$ cat src/rtl/tqvp_uart_pkg.sv
// Shared UART constants and types for the TQVP UART peripheral.
package tqvp_uart_pkg;

  localparam int UART_RX_FIFO_DEPTH_LOG2 = 3;
  localparam int UART_RX_FIFO_RTS_MARGIN = 2;
  localparam int UART_DATA_W             = 8;

  typedef logic [UART_DATA_W-1:0] uart_byte_t;

endpackage

$ cat src/rtl/tqvp_uart_rx_fifo_if.sv
// Byte handshake between the RX deserialiser / CPU read port and the RX FIFO.
// The master side supplies bytes and pop requests; the slave side is the FIFO.
interface tqvp_uart_rx_fifo_if
  import tqvp_uart_pkg::*;
#(
  parameter int DATA_W = UART_DATA_W
);

  logic              in_valid;
  logic [DATA_W-1:0] in_data;
  logic              rd_en;
  logic [DATA_W-1:0] rd_data;
  logic              rd_valid;

  modport master (
    output in_valid, in_data, rd_en,
    input  rd_data, rd_valid
  );

  modport slave (
    input  in_valid, in_data, rd_en,
    output rd_data, rd_valid
  );

endinterface

$ cat src/rtl/tqvp_sync_fifo.sv
// Generic synchronous FIFO core: register-array storage, extended pointers,
// show-ahead head output, and current/next occupancy.
module tqvp_sync_fifo
  import tqvp_uart_pkg::*;
#(
  parameter int DEPTH_LOG2 = UART_RX_FIFO_DEPTH_LOG2,
  parameter int DATA_W     = UART_DATA_W
) (
  input  logic                  clk,
  input  logic                  rst,
  input  logic                  push,
  input  logic [DATA_W-1:0]     push_data,
  input  logic                  pop,
  output logic [DATA_W-1:0]     head_data,
  output logic [DEPTH_LOG2:0]   level,
  output logic [DEPTH_LOG2:0]   level_d,
  output logic                  full,
  output logic                  empty
);

  localparam int DEPTH = 1 << DEPTH_LOG2;

  logic [DEPTH_LOG2:0] wr_ptr_q, wr_ptr_d;
  logic [DEPTH_LOG2:0] rd_ptr_q, rd_ptr_d;
  logic [DATA_W-1:0]   mem_q [DEPTH];
  logic [DATA_W-1:0]   mem_d [DEPTH];
  logic                push_ok;
  logic                pop_ok;

  assign level   = wr_ptr_q - rd_ptr_q;
  assign full    = (level == (DEPTH_LOG2+1)'(DEPTH));
  assign empty   = (wr_ptr_q == rd_ptr_q);
  assign push_ok = push && !full;
  assign pop_ok  = pop && !empty;

  always_comb begin
    wr_ptr_d = wr_ptr_q;
    rd_ptr_d = rd_ptr_q;
    mem_d    = mem_q;
    if (push_ok) begin
      mem_d[wr_ptr_q[DEPTH_LOG2-1:0]] = push_data;
      wr_ptr_d = wr_ptr_q + (DEPTH_LOG2+1)'(1);
    end
    if (pop_ok) begin
      rd_ptr_d = rd_ptr_q + (DEPTH_LOG2+1)'(1);
    end
  end

  assign level_d = wr_ptr_d - rd_ptr_d;

  always_ff @(posedge clk) begin
    if (rst) begin
      wr_ptr_q <= '0;
      rd_ptr_q <= '0;
    end else begin
      wr_ptr_q <= wr_ptr_d;
      rd_ptr_q <= rd_ptr_d;
    end
  end

  // Storage is deliberately left out of reset; the pointers define validity.
  always_ff @(posedge clk) begin
    mem_q <= mem_d;
  end

  assign head_data = empty ? '0 : mem_q[rd_ptr_q[DEPTH_LOG2-1:0]];

endmodule

$ cat src/rtl/tqvp_uart_rx_fifo.sv
// UART receive FIFO with fill-level IRQ, sticky overflow and RTS watermark.
// Define UART_RX_FIFO_TIMEOUT_EN to add the idle-timeout counter and irq_timeout.
module tqvp_uart_rx_fifo
  import tqvp_uart_pkg::*;
#(
  parameter int DEPTH_LOG2 = UART_RX_FIFO_DEPTH_LOG2,
  parameter int DATA_W     = UART_DATA_W,
  parameter int RTS_MARGIN = UART_RX_FIFO_RTS_MARGIN
) (
  input  logic                clk,
  input  logic                rst,
  tqvp_uart_rx_fifo_if.slave  bus,
  output logic [DEPTH_LOG2:0] level,
  output logic                full,
  input  logic [DEPTH_LOG2:0] threshold,
  output logic                irq_level,
  output logic                overflow,
  input  logic                overflow_clr,
  output logic                uart_rts
`ifdef UART_RX_FIFO_TIMEOUT_EN
  ,
  input  logic [15:0]         timeout_cycles,
  output logic                irq_timeout
`endif
);

  localparam int DEPTH = 1 << DEPTH_LOG2;
  localparam logic [DEPTH_LOG2:0] RTS_LIMIT = (DEPTH_LOG2+1)'(DEPTH - RTS_MARGIN - 1);

  logic                empty;
  logic [DEPTH_LOG2:0] level_d;
  logic                overflow_q, overflow_d;
  logic                rts_q, rts_d;

  tqvp_sync_fifo #(
    .DEPTH_LOG2 (DEPTH_LOG2),
    .DATA_W     (DATA_W)
  ) u_fifo (
    .clk       (clk),
    .rst       (rst),
    .push      (bus.in_valid),
    .push_data (bus.in_data),
    .pop       (bus.rd_en),
    .head_data (bus.rd_data),
    .level     (level),
    .level_d   (level_d),
    .full      (full),
    .empty     (empty)
  );

  assign bus.rd_valid = !empty;

  // A drop in the same cycle as a clear must leave the flag set.
  always_comb begin
    overflow_d = overflow_q;
    if (overflow_clr) overflow_d = 1'b0;
    if (bus.in_valid && full) overflow_d = 1'b1;
    rts_d = (level_d <= RTS_LIMIT);
  end

  always_ff @(posedge clk) begin
    if (rst) begin
      overflow_q <= 1'b0;
      rts_q      <= 1'b1;
    end else begin
      overflow_q <= overflow_d;
      rts_q      <= rts_d;
    end
  end

  assign overflow  = overflow_q;
  assign uart_rts  = rts_q;
  assign irq_level = (threshold != '0) && (level >= threshold);

`ifdef UART_RX_FIFO_TIMEOUT_EN
  logic [15:0] tmo_cnt_q, tmo_cnt_d;
  logic        tmo_flag_q, tmo_flag_d;
  logic        tmo_hit;
  logic        push_fire;
  logic        pop_fire;

  assign push_fire = bus.in_valid && !full;
  assign pop_fire  = bus.rd_en && !empty;
  assign tmo_hit   = (tmo_cnt_q == timeout_cycles) && (timeout_cycles != 16'd0) && !empty;

  // Counter measures idle time with data waiting; the flag latches the first hit.
  always_comb begin
    tmo_cnt_d  = tmo_cnt_q;
    tmo_flag_d = tmo_flag_q;
    if (push_fire || pop_fire || empty) begin
      tmo_cnt_d = 16'd0;
    end else if (tmo_cnt_q != 16'hFFFF) begin
      tmo_cnt_d = tmo_cnt_q + 16'd1;
    end
    if (push_fire || pop_fire) begin
      tmo_flag_d = 1'b0;
    end else if (tmo_hit) begin
      tmo_flag_d = 1'b1;
    end
  end

  always_ff @(posedge clk) begin
    if (rst) begin
      tmo_cnt_q  <= 16'd0;
      tmo_flag_q <= 1'b0;
    end else begin
      tmo_cnt_q  <= tmo_cnt_d;
      tmo_flag_q <= tmo_flag_d;
    end
  end

  assign irq_timeout = tmo_flag_q || tmo_hit;
`endif

endmodule
$ cat src/flat_wrapper.sv
// flat-port wrapper written by rule: the top's interface ports become plain ports
module tqvp_uart_rx_fifo_flat import tqvp_uart_pkg::*;
#(
  parameter int DEPTH_LOG2 = UART_RX_FIFO_DEPTH_LOG2,
  parameter int DATA_W     = UART_DATA_W,
  parameter int RTS_MARGIN = UART_RX_FIFO_RTS_MARGIN
)
  (clk, rst, level, full, threshold, irq_level, overflow, overflow_clr, uart_rts, bus_in_valid, bus_in_data, bus_rd_en, bus_rd_data, bus_rd_valid);
  tqvp_uart_rx_fifo_if #(.DATA_W(DATA_W)) bus_i ();
  input  logic clk;
  input  logic rst;
  output logic [DEPTH_LOG2:0] level;
  output logic full;
  input  logic [DEPTH_LOG2:0] threshold;
  output logic irq_level;
  output logic overflow;
  input  logic overflow_clr;
  output logic uart_rts;
  input wire logic [$bits(bus_i.in_valid)-1:0] bus_in_valid;
  input wire logic [$bits(bus_i.in_data)-1:0] bus_in_data;
  input wire logic [$bits(bus_i.rd_en)-1:0] bus_rd_en;
  output wire logic [$bits(bus_i.rd_data)-1:0] bus_rd_data;
  output wire logic [$bits(bus_i.rd_valid)-1:0] bus_rd_valid;
  assign bus_i.in_valid = bus_in_valid;
  assign bus_i.in_data = bus_in_data;
  assign bus_i.rd_en = bus_rd_en;
  assign bus_rd_data = bus_i.rd_data;
  assign bus_rd_valid = bus_i.rd_valid;
  tqvp_uart_rx_fifo #(.DEPTH_LOG2(DEPTH_LOG2), .DATA_W(DATA_W), .RTS_MARGIN(RTS_MARGIN)) u_core (.clk(clk), .rst(rst), .bus(bus_i), .level(level), .full(full), .threshold(threshold), .irq_level(irq_level), .overflow(overflow), .overflow_clr(overflow_clr), .uart_rts(uart_rts));
endmodule
$ cat config.mk
export PLATFORM = sky130hd
export DESIGN_NAME = tqvp_uart_rx_fifo_flat
export DESIGN_NICKNAME = d
export VERILOG_FILES = /design/src/rtl/tqvp_uart_pkg.sv /design/src/rtl/tqvp_uart_rx_fifo_if.sv /design/src/rtl/tqvp_sync_fifo.sv /design/src/rtl/tqvp_uart_rx_fifo.sv /design/src/flat_wrapper.sv
export SDC_FILE = /design/constraint.sdc
export NUM_CORES = 1
export LEC_CHECK = 0
export CAP_MARGIN = 20
export CORE_UTILIZATION = 45
export DETAILED_ROUTE_END_ITERATION = 8
export PLACE_DENSITY = 0.63
export SYNTH_ARGS = -nofsm -noshare
export SYNTH_HDL_FRONTEND = slang
export SYNTH_SLANG_ARGS = --single-unit
$ cat constraint.sdc
create_clock -name clk -period 6.8 [get_ports clk]
set_input_delay 0.68 -clock clk [delete_from_list [all_inputs] [get_ports clk]]
set_output_delay 0.68 -clock clk [all_outputs]
set_load 0.005 [all_outputs]
# --- Word level (Yosys, flattened, before mapping) ---
# Index checks and enable logic that the tools add are counted.
classes:
  n_eq_ne: 2
  muxes: 11
  reduce_logical: 9
  add_sub_neg: 4
  n_lt_le_gt_ge: 5
  bitwise_logic: 2
ops:
  columns: ["cell", "n"]
  rows:
  - ["64-bit bitwise mux", 1]
  - ["8-bit 2-to-1 mux", 4]
  - ["8-bit binary-select mux with 3-bit select", 1]
  - ["8-bit demux with 3-bit select", 1]
  - ["4-bit by 1-bit adder with 4-bit output, second input constant", 2]
  - ["4-bit >= comparator, second input constant", 2]
  - ["4-bit 2-to-1 mux", 2]
  - ["3-bit NOT with 4-bit output", 2]
  - ["4-bit subtractor", 2]
  - ["1-bit logical AND", 5]
  - ["4-bit equality test", 1]
  - ["4-bit equality test, second input constant", 1]
  - ["4-bit >= comparator", 1]
  - ["4-bit by 3-bit less-or-equal comparator with 1-bit output, second input constant", 1]
  - ["4-bit by 1-bit less-than comparator with 1-bit output, second input constant", 1]
  - ["4-bit nonzero test", 1]
  - ["1-bit zero test", 2]
  - ["1-bit 2-to-1 mux", 2]
  - ["2-bit nonzero test", 1]
word_totals:
  ff_bits: 74
  word_cells: 45
  input_bits: 17

# --- Longest topological paths before layout ---
depth:
  ltp_word: 7
  mapped_depth: 16
  depth_no_buf: 14

# --- Hierarchy ---
# From an unflattened synthesis, not the netlist that was laid out.
unflattened:
  cells_unflattened: 220
  area_unflattened_um2: 3326.9
by_module_without_submodules:
  columns: ["mod", "seq_area_each_um2", "cells_each", "instances", "area_per_inst_um2"]
  rows:
  - ["tqvp_sync_fifo", 2082.0, 197, 1, 3149.3]
  - ["tqvp_uart_rx_fifo", 40.0, 23, 1, 177.7]

# --- Worst setup path before layout ---
# Ideal clock, no wire load.
synth_timing:
  kind: "reg-to-reg"
  startpoint: "register u_core.u_fifo.rd_ptr_q[1]"
  endpoint: "register u_core.rts_q (netlist: u_core.uart_rts)"
  synth_period_minus_slack_ns: 3.812
  path_slack_ns: 2.988
  t_arrival_ns: 3.697
  stages_incl_launch_ff: 17
  required_ns: 6.685
  cell_sequence: "dfxtp_1 > buf_2 > buf_1 > inv_1 > ha_1 > and3b_1 > o21a_1 > o41ai_2 > buf_4 > nor2_4 > xnor2_1 > ha_1 > a21o_1 > a31oi_1 > xnor3_1 > a311o_1 > a31o_1"
synth_between:
  elab_chain_len: 7
  word_cells_on_any_way: 12
  classes_between: "3 x add/sub; 1 x order compare; 2 x eq/ne; 2 x mux; 4 x reduce/logical"
synth_lines:
  columns: ["item", "line", "source"]
  rows:
  - ["from (decl)", "tqvp_sync_fifo.sv:24", "logic [DEPTH_LOG2:0] rd_ptr_q, rd_ptr_d;"]
  - ["from (signal assigned)", "tqvp_sync_fifo.sv:57", "rd_ptr_q <= rd_ptr_d;"]
  - ["4-bit subtractor", "tqvp_sync_fifo.sv:30", "assign level = wr_ptr_q - rd_ptr_q;"]
  - ["4-bit equality test", "tqvp_sync_fifo.sv:31", "assign full = (level == (DEPTH_LOG2+1)'(DEPTH));"]
  - ["1-bit zero test", "tqvp_sync_fifo.sv:33", "assign push_ok = push && !full;"]
  - ["1-bit logical AND", "tqvp_sync_fifo.sv:33", null]
  - ["4-bit 2-to-1 mux", "tqvp_sync_fifo.sv:40", "if (push_ok) begin"]
  - ["4-bit subtractor (*)", "tqvp_sync_fifo.sv:49", "assign level_d = wr_ptr_d - rd_ptr_d;"]
  - ["4-bit by 3-bit less-or-equal comparator with 1-bit output (*)", "tqvp_uart_rx_fifo.sv:58", "rts_d = (level_d <= RTS_LIMIT);"]
  - ["to (signal assigned)", "tqvp_uart_rx_fifo.sv:67", "rts_q <= rts_d;"]
  - ["to (decl)", "tqvp_uart_rx_fifo.sv:33", "logic rts_q, rts_d;"]
# Every way passes the cells marked *; elsewhere a longest branch is shown, timed or not.
# A chain may end at the register's enable or synchronous reset.

# --- Final worst setup path ---
layout_timing:
  startpoint: "register u_core.u_fifo.wr_ptr_q[0]"
  endpoint: "register u_core.rts_q (netlist: u_core.uart_rts)"
layout_between:
  elab_chain_len: 7
  word_cells_on_any_way: 12
  classes_between: "3 x add/sub; 1 x order compare; 2 x eq/ne; 2 x mux; 4 x reduce/logical"
layout_lines:
  columns: ["item", "line", "source"]
  rows:
  - ["from (decl)", "tqvp_sync_fifo.sv:23", "logic [DEPTH_LOG2:0] wr_ptr_q, wr_ptr_d;"]
  - ["from (signal assigned)", "tqvp_sync_fifo.sv:56", "wr_ptr_q <= wr_ptr_d;"]
  - ["4-bit subtractor", "tqvp_sync_fifo.sv:30", null]
  - ["4-bit equality test", "tqvp_sync_fifo.sv:31", null]
  - ["1-bit zero test", "tqvp_sync_fifo.sv:33", null]
  - ["1-bit logical AND", "tqvp_sync_fifo.sv:33", null]
  - ["4-bit 2-to-1 mux (*)", "tqvp_sync_fifo.sv:40", null]
  - ["via u_core.u_fifo.wr_ptr_d[1]", "tqvp_sync_fifo.sv:23", null]
  - ["4-bit subtractor (*)", "tqvp_sync_fifo.sv:49", null]
  - ["4-bit by 3-bit less-or-equal comparator with 1-bit output (*)", "tqvp_uart_rx_fifo.sv:58", null]
# The timed path passes the listed nets; every way through them passes the cells marked *.

==> flow_summary_export.csv <==
group,metric,value,unit
synth,synth-async-reset-ratio,0,
synth,syn_inst,219,
finish,final_common_cell,"edfxtp_1",
finish,area_growth,21.5,%
route,dr.pass1.iters,4,
run,cap_violations,0,
worst_setup_path,r2r-end,"u_core.uart_rts",
floorplan,die_h,88.4,µm
timing,rsz0062_at_grt,"no",
pwr,switching_share,0.332,
synth,ys_ff_latch,74,
route,routed-wl-met3,265,µm
route,vias_per_cell,5.28,
synth,syn-num-nets,250,
finish,drive_gt1_frac,0.204,
global_route,antenna_found_initial,0,
pwr,seqPwrFrac,0.344,
min_path,min_to,"u_core.overflow",
finish,nNetsFinal,295,
pwr,p_int,1.12,mW
min_path,hold_depth,3,
route,wl,6.53,mm
synth,ys_types,41,
timing,tns,0,ns
timing,fin_hold_ws,0.606,ns
clocking,clock_sinks,74,
timing,post-route-period-util,0.589,
worst_setup_path,path_cells,"inv_1, ha_1, inv_1, fa_1, nand2b_1, o41ai_2, buf_4, mux2_2, ha_1, a21o_1, a31oi_1, xnor3_1, a311o_1, a31o_1",
route,drtAntennaViolNets,0,
floorplan,start_util,0.465,
synth,netlist_area,3360,µm²
finish,final_cell_mix,"edfxtp_1 (64), clkdlybuf4s50_1 (33), nand2_1 (19)",
global_route,grt_pass1_wl,9.90,mm
timing,max_slew_margin,0.410,
worst_setup_path,endpoint_kind,"register",
route,wl_per_cell,17.7,µm
placed_design,dpl-instance-area,3880,µm²
worst_setup_path,ff2ff_path_depth,14,
pwr,powerDensity,411,nW/µm²
global_route,grt.total_usage,0.182,
timing,worst_slew_pin_slew,0.880,ns
worst_setup_path,cp_num_cells,14,
route,drtIter0Drc,119,
synth,yosysWarningCount,0,
synth,synth-edff-count,64,
clocking,cts_buffer_depth,2,
timing,setup_slack,2.79,ns
worst_setup_path,required,7.05,ns
clocking,hold_buffers,0,
route,drt-met1-wl,2.98,mm
placed_design,placed_cells,351,
clocking,cts_resized,0,
finish,final_area,4080,µm²
worst_setup_path,cp_slowest_cell,"dfxtp_1",
placed_design,dpl_worst_slack,2.81,ns
route,vias,1943,
pwr,total_power,1.67,mW
synth,yosysSeqAreaShare,0.632,
worst_setup_path,critPathKind,"register to register",
synth,synth_ff_type,"edfxtp_1",
pwr,p_leak,1.40,nW
floorplan,row_count,31,
finish,n_antenna_cell,0,
floorplan,die_area,7810,µm²
run_status,outcome,"finished clean",
worst_setup_path,critical_path.max_fanout,11,
route,top_layer_used,"met4",
timing,period_minus_slack,4.01,ns
finish,post-route-util,0.565,
min_path,min_from,"u_core.overflow",
finish,fill_cells,589,
worst_setup_path,rrSetupSlack,2.79,ns
timing,setup_viol,0,
worst_setup_path,cpPeakStageDelay,0.53,ns
pwr,p_sw,0.557,mW
timing,fmax,0.250,GHz
worst_setup_path,critPathLaunchType,"register",
floorplan,core_area,7210,µm²
min_path,hold_class,"register to register",
pwr,ir_drop,0.000182,V
synth,syn_area_per_cell,15.3,µm²
timing,fin_worst_skew,0.00776,ns
clocking,tritoncts,"built",
route,drc_errors,0,
finish,fin_cells,368,
placed_design,hpwl,4.44,mm
placed_design,numPortBuffers,33,
placed_design,place_congestion,0.721,
clocking,clk_pin_slew,0.08,ns
route,wl_met2,3.17,mm
clocking,cts_htree_levels,3,
pwr,pwr-share-clk,0.200,
pwr,comb_power_share,0.457,
global_route,grt_pass1_vias,1860,
clocking,insertion_delay,0.35,ns
clocking,root_buffer,"clkbuf_8",
timing,hold_viol,0,
clocking,cts_buffers,9,
global_route,grt_overflow,0,
worst_setup_path,cp.buffers_inverters,3,
worst_setup_path,arrival,4.25,ns
worst_setup_path,cpLargestDelayFamily,"compound AO/OA/AOI/OAI gates",
floorplan,chipWidth,88.4,µm
floorplan,ioPinCount,34,
clocking,cts_setup_buffers,0,
timing,slew_violations,0,
worst_setup_path,worstReg2RegStart,"u_core.u_fifo.wr_ptr_q[0]",
global_route,grt_max_degree,21,
routing by layer:
metal | track usage | vias up
li1 | - | 927
met3 | 0.0326 | 11
met1 | 0.243 | 958
met5 | 0 | -
met4 | 0.0762 | 0
met2 | 0.297 | 47
cells in the mapped netlist (all sizes together) (2+ instances only):
| cell type | instances | area (µm²) |
|---|---|---|
| edfxtp | 64 | 1920 |
| nand2 | 19 | 71.3 |
| mux4 | 16 | 360 |
| nor2 | 13 | 56.3 |
| a21oi | 12 | 63.8 |
| ha | 12 | 150 |
| inv | 12 | 45.0 |
| dfxtp | 10 | 200 |
| buf | 7 | 36.3 |
| xnor2 | 7 | 61.3 |
| nor4 | 6 | 37.5 |
| a21o | 4 | 30.0 |
| nor3 | 4 | 20.0 |
| mux2 | 3 | 37.5 |
| nor2b | 3 | 18.8 |
| clkbuf | 2 | 7.51 |
| fa | 2 | 40.0 |
| mux2i | 2 | 20.0 |
| nand2b | 2 | 12.5 |
| nor4b | 2 | 17.5 |
| o21ai | 2 | 10.0 |
| xor2 | 2 | 17.5 |
worst max-delay path by stage:
| stage | from | end |
|---|---|---|
| after CTS | u_core.u_fifo.wr_ptr_q[0] | u_core.uart_rts |
| after floorplan | u_core.u_fifo.rd_ptr_q[1] | u_core.uart_rts |
| after global placement | u_core.u_fifo.wr_ptr_q[0] | u_core.uart_rts |
| final | u_core.u_fifo.wr_ptr_q[0] | u_core.uart_rts |
| after global routing | u_core.u_fifo.wr_ptr_q[0] | u_core.uart_rts |
| after detailed placement | u_core.u_fifo.wr_ptr_q[0] | u_core.uart_rts |
flip-flops by register name (all words and copies together) (netlist names), named ones only:
signal	flops
u_core.u_fifo.mem_q	64
u_core.u_fifo.rd_ptr_q	4
u_core.uart_rts	1
u_core.u_fifo.wr_ptr_q	3
u_core.overflow	1
cell type report:
cell class	instances	area (µm²)	share of cell area
clock inverter	6	65.1	0.0160
inverter	12	45.0	0.0110
tap	99	124	0.0304
timing repair buffer	43	405	0.0994
multi-input combinational	124	1190	0.291
clock buffer	10	128	0.0313
sequential	74	2120	0.521
kinds of logic (layout without fill, tap and decap cells):
| family | count (synthesis) | after routing | share of synthesized area |
|---|---|---|---|
| XOR/XNOR | 10 | 10 | 0.0302 |
| buffers and inverters | 21 | 71 | 0.0265 |
| multiplexers | 21 | 21 | 0.125 |
| AO/OA/AOI/OAI | 24 | 24 | 0.0477 |
| AND/OR/NAND/NOR | 55 | 55 | 0.0820 |
| flip-flops | 74 | 74 | 0.632 |
| adder cells (fa/ha/maj) | 14 | 14 | 0.0567 |
power by group through the flow:
stage	Combinational [mW]	Clock, mW	Sequential [mW]
after floorplan	0.471	0	0.575
after global placement	0.769	0	0.584
after detailed placement	0.776	0	0.586
after CTS	0.781	0.341	0.576
after global routing	0.850	0.357	0.579
final	0.764	0.335	0.575
worst reg2reg max path, stage by stage, from the launching register on:
cell      delay, ns
dfxtp_1        0.53
inv_1          0.19
ha_1           0.25
inv_1          0.07
fa_1           0.44
nand2b_1       0.25
o41ai_2        0.23
buf_4          0.26
mux2_2         0.40
ha_1           0.20
a21o_1         0.17
a31oi_1        0.18
xnor3_1        0.26
a311o_1        0.28
a31o_1         0.20
Note: power is estimated with default switching activity, not from simulation.
